### src/rtl/txwregif_pkg.sv
// Shared defaults and helpers for the TX register-interface write-bridge FIFO.
package txwregif_pkg;

    localparam int DEF_WIDTH = 8;
    localparam int DEF_DEPTH = 4;
    localparam int DEF_PTR   = 2;

    // Ceiling log2, used to confirm PTR matches DEPTH at elaboration.
    function automatic int clog2(input int value);
        int result;
        int v;
        result = 0;
        v      = value - 1;
        while (v > 0) begin
            result = result + 1;
            v      = v >> 1;
        end
        return result;
    endfunction

endpackage

### src/rtl/txwregif_sfifo_ram.sv
// DEPTH x WIDTH storage: one synchronous write port, one asynchronous read port.
module txwregif_sfifo_ram
    import txwregif_pkg::*;
#(
    parameter int WIDTH = DEF_WIDTH,
    parameter int DEPTH = DEF_DEPTH,
    parameter int PTR   = DEF_PTR
) (
    input  logic             clk,
    input  logic             we,
    input  logic [PTR-1:0]   waddr,
    input  logic [WIDTH-1:0] wdata,
    input  logic [PTR-1:0]   raddr,
    output logic [WIDTH-1:0] rdata
);

    logic [WIDTH-1:0] mem_q [DEPTH];

    // Contents are intentionally not reset; occupancy tracking makes stale words invisible.
    always_ff @(posedge clk) begin
        if (we) begin
            mem_q[waddr] <= wdata;
        end
    end

    assign rdata = mem_q[raddr];

endmodule

### src/rtl/txwregif_sfifo.sv
// Single-clock parametrised FIFO with FWFT/registered read, level flags, flush and sticky errors.
module txwregif_sfifo
    import txwregif_pkg::*;
#(
    parameter int WIDTH  = DEF_WIDTH,
    parameter int DEPTH  = DEF_DEPTH,
    parameter int PTR    = DEF_PTR,
    parameter int FWFT   = 1,
    parameter int AF_LVL = 3,
    parameter int AE_LVL = 1
) (
    input  logic             clk,
    input  logic             reset,
    input  logic             flush,
    input  logic             errclr,
    input  logic             wren,
    input  logic [WIDTH-1:0] datain,
    output logic             wrfull,
    output logic             almfull,
    input  logic             rden,
    output logic [WIDTH-1:0] dataout,
    output logic             rdempty,
    output logic             almempty,
    output logic [PTR:0]     usedw,
    output logic             ovf,
    output logic             unf,
    output logic             dbg
);

    generate
        if (DEPTH != (1 << PTR) || PTR != clog2(DEPTH) || AF_LVL > DEPTH || AE_LVL >= DEPTH
            || AE_LVL < 0 || AF_LVL < 0) begin : g_bad_params
            $error("txwregif_sfifo: illegal DEPTH/PTR/AF_LVL/AE_LVL combination");
        end
    endgenerate

    localparam logic [PTR:0] DEPTH_C = (PTR+1)'(DEPTH);
    localparam logic [PTR:0] AF_C    = (PTR+1)'(AF_LVL);
    localparam logic [PTR:0] AE_C    = (PTR+1)'(AE_LVL);

    logic [PTR-1:0]   wr_ptr_q, wr_ptr_d;
    logic [PTR-1:0]   rd_ptr_q, rd_ptr_d;
    logic [PTR:0]     usedw_q, usedw_d;
    logic             ovf_q, ovf_d;
    logic             unf_q, unf_d;
    logic [WIDTH-1:0] dout_q, dout_d;
    logic [WIDTH-1:0] ram_rdata;
    logic             rd_ok, wr_ok, ram_we;

    assign wrfull   = (usedw_q == DEPTH_C);
    assign rdempty  = (usedw_q == '0);
    assign almfull  = (usedw_q >= AF_C);
    assign almempty = (usedw_q <= AE_C);

    // A full FIFO still takes a write when the same cycle pops a word.
    assign rd_ok  = rden & ~rdempty & ~flush;
    assign wr_ok  = wren & (~wrfull | rd_ok) & ~flush;
    assign ram_we = wr_ok & ~reset;

    always_comb begin
        wr_ptr_d = wr_ptr_q;
        rd_ptr_d = rd_ptr_q;
        usedw_d  = usedw_q;
        ovf_d    = ovf_q;
        unf_d    = unf_q;
        dout_d   = dout_q;

        if (flush) begin
            wr_ptr_d = '0;
            rd_ptr_d = '0;
            usedw_d  = '0;
        end else begin
            if (wr_ok) wr_ptr_d = wr_ptr_q + 1'b1;
            if (rd_ok) begin
                rd_ptr_d = rd_ptr_q + 1'b1;
                dout_d   = ram_rdata;
            end
            case ({wr_ok, rd_ok})
                2'b10:   usedw_d = usedw_q + 1'b1;
                2'b01:   usedw_d = usedw_q - 1'b1;
                default: usedw_d = usedw_q;
            endcase
        end

        // Clear first so a coincident new error wins.
        if (errclr) begin
            ovf_d = 1'b0;
            unf_d = 1'b0;
        end
        if (!flush && wren && !wr_ok) ovf_d = 1'b1;
        if (!flush && rden && rdempty) unf_d = 1'b1;
    end

    always_ff @(posedge clk) begin
        if (reset) begin
            wr_ptr_q <= '0;
            rd_ptr_q <= '0;
            usedw_q  <= '0;
            ovf_q    <= 1'b0;
            unf_q    <= 1'b0;
            dout_q   <= '0;
        end else begin
            wr_ptr_q <= wr_ptr_d;
            rd_ptr_q <= rd_ptr_d;
            usedw_q  <= usedw_d;
            ovf_q    <= ovf_d;
            unf_q    <= unf_d;
            dout_q   <= dout_d;
        end
    end

    txwregif_sfifo_ram #(
        .WIDTH (WIDTH),
        .DEPTH (DEPTH),
        .PTR   (PTR)
    ) u_ram (
        .clk   (clk),
        .we    (ram_we),
        .waddr (wr_ptr_q),
        .wdata (datain),
        .raddr (rd_ptr_q),
        .rdata (ram_rdata)
    );

    // FWFT output is forced to zero while empty so stale storage never leaks out.
    assign dataout = (FWFT != 0) ? (rdempty ? '0 : ram_rdata) : dout_q;
    assign usedw   = usedw_q;
    assign ovf     = ovf_q;
    assign unf     = unf_q;
    assign dbg     = ovf_q | unf_q;

endmodule

### config.mk
export PLATFORM = sky130hd
export DESIGN_NAME = txwregif_sfifo
export DESIGN_NICKNAME = d
export VERILOG_FILES = /design/src/rtl/txwregif_pkg.sv /design/src/rtl/txwregif_sfifo_ram.sv /design/src/rtl/txwregif_sfifo.sv
export SDC_FILE = /design/constraint.sdc
export NUM_CORES = 1
export LEC_CHECK = 0
export ABC_AREA = 1
export CORE_MARGIN = 1
export CORE_UTILIZATION = 29
export DETAILED_ROUTE_END_ITERATION = 10
export PLACE_DENSITY_LB_ADDON = 0.12
export SYNTH_ARGS = -nofsm -noshare
export SYNTH_HDL_FRONTEND = slang
export SYNTH_SLANG_ARGS = --single-unit
### constraint.sdc
create_clock -name clk -period 5.4 [get_ports clk]
set_input_delay 0.54 -clock clk [delete_from_list [all_inputs] [get_ports clk]]
set_output_delay 0.54 -clock clk [all_outputs]
set_load 0.01 [all_outputs]
=== Yosys cells after proc, flatten, opt, wreduce, memory -nomap -nowiden ===
Memories as Yosys holds them, arrays and structs flattened. A register that Yosys moved wholly into a read port is not among the register bits.
Index checks and enable logic that the tools add are counted.

* Order comparisons: 2
* Divide/modulo/power cells: 0
* Equality and inequality tests: 3
* Add/subtract/negate cells: 4
* Bitwise gates (word level): 11
* Shift-type cells: 0
* Multiply operators: 0
* Mux-type cells: 9
* Reduce and logical (&&, ||, !) cells: 11

{| class="wikitable"
|+ Operators with widths
! kind !! count
|-
| 8-bit two-way mux || 1
|-
| 3-bit one-hot mux with 2 select lines || 1
|-
| 2-bit nonzero test || 3
|-
| 1-bit bitwise AND || 5
|-
| 1-bit two-way mux || 5
|-
| 2-bit by 1-bit adder with 2-bit output (second input constant) || 2
|-
| 1-bit logical AND || 4
|-
| 2-bit two-way mux || 2
|-
| 1-bit inverter || 4
|-
| 3-bit by 1-bit adder with 3-bit output (second input constant) || 1
|-
| 3-bit equality test (second input constant) || 1
|-
| 3-bit by 2-bit greater-or-equal comparator with 1-bit output (second input constant) || 1
|-
| 3-bit by 1-bit <= comparator with 1-bit output (second input constant) || 1
|-
| 3-bit logical NOT || 1
|-
| 3-bit by 1-bit subtractor with 3-bit output (second input constant) || 1
|-
| 2-bit by 1-bit equality test with 1-bit output (second input constant) || 1
|-
| 2-bit equality test (second input constant) || 1
|-
| 1-bit logical NOT || 2
|-
| 1-bit bitwise OR || 2
|-
| 2-bit OR reduction || 1
|}

* ROM bits: 0
* Flip-flop bits (word level): 9
* Memories: 1
* Output and inout bits: 18
* Word-level logic and storage cells: 46
* Bits in latches: 0
* RAM bits: 32

{| class="wikitable"
|+ Memory list
! memory !! words !! bits a word !! rd ports !! clocked after Yosys merged registers in !! wr ports !! line !! RTL
|-
| u_ram.mem_q || 4 || 8 || 1 || 1 || 1 || txwregif_sfifo_ram.sv:17 || <nowiki>logic [WIDTH-1:0] mem_q [DEPTH];</nowiki>
|}

=== Logic depth before layout (Yosys ltp) ===
* Depth in word-level cells: 10
* Depth in mapped cells: 12
* Mapped depth without buffers: 12

=== Hierarchy ===
From an unflattened synthesis, not the netlist that was laid out.

* Cell total of the unflattened synthesis: 229
* Area total of the unflattened synthesis: 2034.5 um2

{| class="wikitable"
|+ Modules (own cells, without submodules)
! module !! area each (um2) !! cells each !! sequential area each (um2) !! instances
|-
| txwregif_sfifo_ram || 1387.6 || 133 || 960.9 || 1
|-
| txwregif_sfifo || 646.9 || 96 || 180.2 || 1
|}

=== Worst setup path after synthesis ===
Ideal clock, no wire load.

* Path kind: register to register
* Start point: reg usedw_q[0], in the netlist usedw[0]
* End point: mem u_ram.mem_q[0][0] (netlist bit), enable pin
* Arrival time: 1.484 ns
* Cell stages (with the launch flop): 8
* Period minus slack after synthesis: 1.855 ns
* Buffers on the path: 0
* Library setup time: 0.371 ns
* Setup slack: 3.545 ns
* Cell sequence: dfxtp_1 > inv_1 > ha_1 > nand2_1 > inv_2 > nand2_2 > nand3_1 > nor2_1

* Elaborated cells between the ends (all ways): 12
* Classes of those cells: eq/ne: 1; mux: 2; bitwise: 8; reduce/logical: 1

{| class="wikitable"
|+ RTL lines
! what !! line !! RTL
|-
| from (decl) || txwregif_sfifo.sv:43 || <nowiki>logic [PTR:0] usedw_q, usedw_d;</nowiki>
|-
| from (signal assigned) || txwregif_sfifo.sv:105 || <nowiki>usedw_q <= usedw_d;</nowiki>
|-
| 3-bit equality test || txwregif_sfifo.sv:50 || <nowiki>assign wrfull = (usedw_q == DEPTH_C);</nowiki>
|-
| via wrfull || txwregif_sfifo.sv:18 || <nowiki>output logic wrfull,</nowiki>
|-
| 1-bit inverter || txwregif_sfifo.sv:57 || <nowiki>assign wr_ok = wren & (~wrfull | rd_ok) & ~flush;</nowiki>
|-
| 1-bit bitwise OR || txwregif_sfifo.sv:57 ||
|-
| 1-bit bitwise AND (2 in a row) || txwregif_sfifo.sv:57 ||
|-
| 1-bit bitwise AND || txwregif_sfifo.sv:58 || <nowiki>assign ram_we = wr_ok & ~reset;</nowiki>
|-
| 1-bit two-way mux || txwregif_sfifo_ram.sv:21 || <nowiki>if (we) begin</nowiki>
|-
| 1-bit two-way mux (implied by the code) || txwregif_sfifo_ram.sv:22 || <nowiki>mem_q[waddr] <= wdata;</nowiki>
|-
| to (decl) || txwregif_sfifo_ram.sv:17 ||
|}

The timed path passes the listed nets, and every way through them passes these cells.

=== Worst setup path after layout ===
* Start point: reg usedw_q[0], in the netlist usedw[0]
* End point: out rdempty

* Cells in the longest elaborated chain, start to end: 1

{| class="wikitable"
|+ Ends and longest elaborated chain
! what !! line !! RTL
|-
| 3-bit logical NOT || txwregif_sfifo.sv:51 || <nowiki>assign rdempty = (usedw_q == '0);</nowiki>
|-
| to (decl) || txwregif_sfifo.sv:22 || <nowiki>output logic rdempty,</nowiki>
|}

Every way passes these cells.

==> flow_summary.html <==
<table>
<tr><th>Metric</th><th>Value</th></tr>
<tr><th colspan="2">STA</th></tr>
<tr><td>Pin slew with the least headroom to its limit</td><td>roughly 830 ps</td></tr>
<tr><td>Least setup slack across all paths after layout</td><td>roughly 2600 ps</td></tr>
<tr><td>Unrepaired setup endpoints after global routing</td><td>false</td></tr>
<tr><td>Clock tree skew after final layout</td><td>between 6 and 7 ps</td></tr>
<tr><td>Final Hold Violating Endpoints</td><td>0</td></tr>
<tr><td>Fmax</td><td>362 MHz</td></tr>
<tr><td>Fraction of the cycle the final worst path needs</td><td>roughly half</td></tr>
<tr><td>Worst slew margin relative to its limit</td><td>around 44%</td></tr>
<tr><td>Total Neg Setup Slack</td><td>0 ps</td></tr>
<tr><td>Final setup violation count</td><td>0</td></tr>
<tr><td>Final Critical Period</td><td>between 2000 and 3000 ps</td></tr>
<tr><td>Number of max-slew violations in the final report</td><td>0</td></tr>
<tr><th colspan="2">Final layout</th></tr>
<tr><td>Footprint of the multi-input gates</td><td>about 640 um^2</td></tr>
<tr><td>NumNets Final</td><td>approximately 280</td></tr>
<tr><td>Area grow syn2layout</td><td>22.2%</td></tr>
<tr><td>Area of all sequential standard cells</td><td>between 1000 and 1500 um^2</td></tr>
<tr><td>Fraction of layout instances using a drive strength above 1</td><td>under 10%</td></tr>
<tr><td>Fillers</td><td>~690</td></tr>
<tr><td>Ant diodes</td><td>0</td></tr>
<tr><th colspan="2">CTS</th></tr>
<tr><td>Post-CTS setup-driven buffer insertion count</td><td>0</td></tr>
<tr><td>TritonCTS clock tree</td><td>done</td></tr>
<tr><td>Number of sinks handled by clock tree synthesis</td><td>43</td></tr>
<tr><td>H-tree lvl count</td><td>2</td></tr>
<tr><td>Clock tree root driver cell</td><td>sky130_fd_sc_hd__clkbuf_8</td></tr>
<tr><td>Number of buffers inserted during clock tree synthesis</td><td>5</td></tr>
<tr><td>Number of buffers between clock root and the deepest sink</td><td>2</td></tr>
<tr><td>Hold bufs inserted after CTS</td><td>0</td></tr>
<tr><td>Clock Pin Slew Worst Setup and Hold Paths</td><td>roughly 80 ps</td></tr>
<tr><td>Source-to-sink clock delay at the later pin of the worst-skew pair</td><td>roughly 300 ps</td></tr>
<tr><td>Post-cts repair resize count</td><td>0</td></tr>
<tr><th colspan="2">Die</th></tr>
<tr><td>Total number of placement rows</td><td>30</td></tr>
<tr><td>Core ar.</td><td>6760 um^2</td></tr>
<tr><td>Die extent in x</td><td>85.5 um</td></tr>
<tr><td>Die extent in y</td><td>85.5 um</td></tr>
<tr><td>I/O pin count</td><td>32</td></tr>
<tr><td>Starting density of the core</td><td>29.9%</td></tr>
<tr><td>Die area</td><td>about 7300 um^2</td></tr>
<tr><th colspan="2">GRT</th></tr>
<tr><td>Number of antenna violations at the first check in global routing</td><td>0</td></tr>
<tr><td>Global routing usage summed across all routing layers</td><td>~12%</td></tr>
<tr><td>Grt ovf</td><td>0</td></tr>
<tr><td>Number of global-route vias before repair</td><td>between 1000 and 1500</td></tr>
<tr><td>Global-route wire length before repair</td><td>about 6.6 mm</td></tr>
<tr><td>Pin count of the biggest net entering global routing</td><td>18</td></tr>
<tr><th colspan="2">Synthesis</th></tr>
<tr><td>Simple logic cell fraction of the synthesized area</td><td>between 10% and 20%</td></tr>
<tr><td>Post-Synthesis Cells</td><td>roughly 220</td></tr>
<tr><td>Synth Register Bits</td><td>43</td></tr>
<tr><td>Synthesized-area fraction occupied by ao, oa, aoi and oai cells</td><td>about 5.7%</td></tr>
<tr><td>Synthesized-area fraction occupied by xor and xnor cells</td><td>less than 1%</td></tr>
<tr><td>Share of synthesized area occupied by flip-flops and latches</td><td>between 50% and 60%</td></tr>
<tr><td>Multiplexer share of the synthesized area</td><td>0%</td></tr>
<tr><td>Mean area per synthesized cell</td><td>between 9 and 10 um^2</td></tr>
<tr><td>Top cell type by total area after synthesis</td><td>sky130_fd_sc_hd__edfxtp_1</td></tr>
<tr><td>Post-synth EDFFs</td><td>32</td></tr>
<tr><td>Netlist area before placement</td><td>between 2000 and 2500 um^2</td></tr>
<tr><td>Synth top cells by count</td><td>sky130_fd_sc_hd__nand2_1 (67), sky130_fd_sc_hd__inv_1 (38), sky130_fd_sc_hd__edfxtp_1 (32), sky130_fd_sc_hd__a21oi_1 (19), sky130_fd_sc_hd__nand3_1 (13)</td></tr>
<tr><td>Post-synth net total</td><td>243</td></tr>
<tr><td>Largest cells by area after synthesis</td><td>sky130_fd_sc_hd__edfxtp_1 (47%), sky130_fd_sc_hd__nand2_1 (12%), sky130_fd_sc_hd__dfxtp_1 (11%), sky130_fd_sc_hd__inv_1 (7.1%), sky130_fd_sc_hd__ha_1 (6.2%)</td></tr>
<tr><td>Synthesized-area fraction occupied by adder cells</td><td>a little over 6%</td></tr>
<tr><td>Cell variety after synth</td><td>18</td></tr>
<tr><td>Share of flip-flops with an asynchronous set or reset after synthesis</td><td>0%</td></tr>
<tr><td>Dominant combinational cell family by area after synthesis</td><td>simple AND/OR/NAND/NOR gates</td></tr>
<tr><td>Prevailing post-synth register cell</td><td>sky130_fd_sc_hd__edfxtp_1</td></tr>
<tr><td>Fraction of synthesized cell area taken by the top area cell type</td><td>a little under half</td></tr>
<tr><td>Most frequent cell after synthesis</td><td>sky130_fd_sc_hd__nand2_1</td></tr>
<tr><td>Warnings, synthesis</td><td>0</td></tr>
<tr><th colspan="2">Worst setup path</th></tr>
<tr><td>Critical Path AT</td><td>around 2200 ps</td></tr>
<tr><td>Reg2reg path depth</td><td>7</td></tr>
<tr><td>Minimum setup slack among reg-to-reg paths</td><td>roughly 3200 ps</td></tr>
<tr><td>Reg-to-Reg End</td><td>u_ram.mem_q[2][7]</td></tr>
<tr><td>Worst setup path class</td><td>reg2out</td></tr>
<tr><td>Worst endpoint required time</td><td>just under 5000 ps</td></tr>
<tr><td>Type of origin of the critical path</td><td>register</td></tr>
<tr><td>Largest driver fanout on the critical path</td><td>11</td></tr>
<tr><td>Critical Path End Type</td><td>output port</td></tr>
<tr><td>Beginning of the worst register-to-register path</td><td>usedw[0]</td></tr>
<tr><th colspan="2">Status</th></tr>
<tr><td>Status</td><td>finished, final reports clean</td></tr>
<tr><th colspan="2">Drt</th></tr>
<tr><td>Number of remaining DRC errors</td><td>0</td></tr>
<tr><td>Drt initial violations</td><td>42</td></tr>
<tr><td>Number of routed nets with antenna violations</td><td>0</td></tr>
<tr><td>Post-DR wirelength/cell</td><td>roughly 12 um</td></tr>
<tr><td>Vias</td><td>approximately 1500</td></tr>
<tr><td>DR pass1 iterations</td><td>4</td></tr>
<tr><td>Detailed Route WL</td><td>approximately 4.1 mm</td></tr>
<tr><td>Vias/cell</td><td>4.38</td></tr>
<tr><th colspan="2">Pwr</th></tr>
<tr><td>Net switching power of the design</td><td>about 0.15 mW</td></tr>
<tr><td>Areal power density over the cells</td><td>roughly 260 nW/um^2</td></tr>
<tr><td>Static Leak</td><td>roughly 1.0 nW</td></tr>
<tr><td>Max rail drop VDD</td><td>0.0736 mV</td></tr>
<tr><td>Combinational fraction of design power</td><td>between 10 and 15%</td></tr>
<tr><td>Clock group share of total power</td><td>approximately a third</td></tr>
<tr><td>Int Power</td><td>around 0.48 mW</td></tr>
<tr><td>Switching power as a share of total power</td><td>a little under a quarter</td></tr>
<tr><td>Relative contribution of sequential cells to total power</td><td>between 50% and 60%</td></tr>
<tr><th colspan="2">Place</th></tr>
<tr><td>Post-place setup slack</td><td>approximately 2800 ps</td></tr>
<tr><td>Detailed Place HPWL</td><td>roughly 2.7 mm</td></tr>
<tr><td>Port Buffers</td><td>31</td></tr>
<tr><td>Final weighted congestion of routability-driven global placement</td><td>0.754</td></tr>
<tr><th colspan="2">Worst hold path</th></tr>
<tr><td>Hold Crit Endpoint</td><td>ovf</td></tr>
<tr><td>Cell depth of the worst min-delay path</td><td>2</td></tr>
<tr><td>Start point of the worst hold path</td><td>ovf</td></tr>
<tr><td>Tightest Hold Check Type</td><td>reg2reg</td></tr>
<tr><th colspan="2">Flow run</th></tr>
<tr><td>Max capacitance violation total</td><td>0</td></tr>
</table>
layout make-up:
| type | count | area share (%) |
|---|---|---|
| Timing Repair Buffer | 31 | 12.6 |
| Inverter | 40 | 6.28 |
| Clock buffer | 7 | 3.09 |
| Multi-Input combinational cell | 131 | 26.1 |
| Clock inverter | 1 | 0.202 |
| Sequential cell | 43 | 47.8 |
| Tap cell | 80 | 4.05 |
sequential cells by signal (all words and copies together), names as in the netlist, named ones only:
| name | count |
|---|---|
| ovf | 1 |
| wr_ptr_q | 2 |
| u_ram.mem_q | 32 |
| rd_ptr_q | 2 |
| usedw | 3 |
| unf | 1 |
power by group through the flow:
stage / sequential (mW) / clock, mW / combinational, mW
after floorplan: 0.370 / 0 / 0.0349
after global placement: 0.371 / 0 / 0.0714
after detailed placement: 0.371 / 0 / 0.0715
after CTS: 0.363 / 0.205 / 0.0719
after global routing: 0.364 / 0.218 / 0.0788
final: 0.363 / 0.201 / 0.0704
worst max-delay path, cell delays in order (launching register included):
cell and delay, ps:
sky130_fd_sc_hd__dfxtp_1 350, sky130_fd_sc_hd__inv_1 150, sky130_fd_sc_hd__ha_1 220, sky130_fd_sc_hd__inv_1 60, sky130_fd_sc_hd__nor2_2 490, sky130_fd_sc_hd__clkdlybuf4s50_1 660
cells by family after synthesis:
kind of cell    count (synthesis)
simple gates                   97
xor+xnor                        1
compound gates                 23
buf+inv                        45
flops                          43
fa+ha+maj                      10
how the worst max path moves through the flow:
stage	from	endpoint	depth (start not counted)
2_1_floorplan	usedw[0]	u_ram.mem_q[0][0]	7
3_3_place_gp	flush	u_ram.mem_q[2][7]	6
3_5_place_dp	flush	u_ram.mem_q[2][7]	6
4_1_cts	usedw[0]	rdempty	5
5_1_grt	usedw[1]	rdempty	5
6_report	usedw[0]	rdempty	5
metrics by stage:
| step | hold slack, ps | cells | area (um^2) | total power, mW | utilization (%) |
|---|---|---|---|---|---|
| 3_3_place_gp | 474 | 325 | 2390 | 0.442 | 35.4 |
| 3_5_place_dp | 481 | 325 | 2390 | 0.442 | 35.4 |
| 6_report | 481 | 333 | 2470 | 0.634 | 36.6 |
| 2_1_floorplan | 471 | 219 | 2020 | 0.405 | - |
| 4_1_cts | 489 | 333 | 2470 | 0.640 | 36.6 |
| 5_1_grt | 509 | 333 | 2470 | 0.661 | 36.6 |
layer usage:
layer | global-route usage, % | share of wire [%] | vias to the layer above
met4 | 5.45 | 1.9 | 0
met5 | 0 | 0 | -
met1 | 15.1 | 47 | 667
li1 | - | - | 752
met3 | 3.66 | 4.6 | 7
met2 | 20.4 | 46 | 33
cell usage in the layout (no fill, tap or decap), types with 4 or more instances in the layout:
cell / n
sky130_fd_sc_hd__nand2_1: 67
sky130_fd_sc_hd__inv_1: 38
sky130_fd_sc_hd__edfxtp_1: 32
sky130_fd_sc_hd__clkdlybuf4s50_1: 31
sky130_fd_sc_hd__a21oi_1: 19
sky130_fd_sc_hd__nand3_1: 13
sky130_fd_sc_hd__nor2_1: 11
sky130_fd_sc_hd__dfxtp_1: 11
sky130_fd_sc_hd__ha_1: 10
sky130_fd_sc_hd__clkbuf_8: 5
sky130_fd_sc_hd__o21ai_0: 4
(Power assumes the default switching activity.)
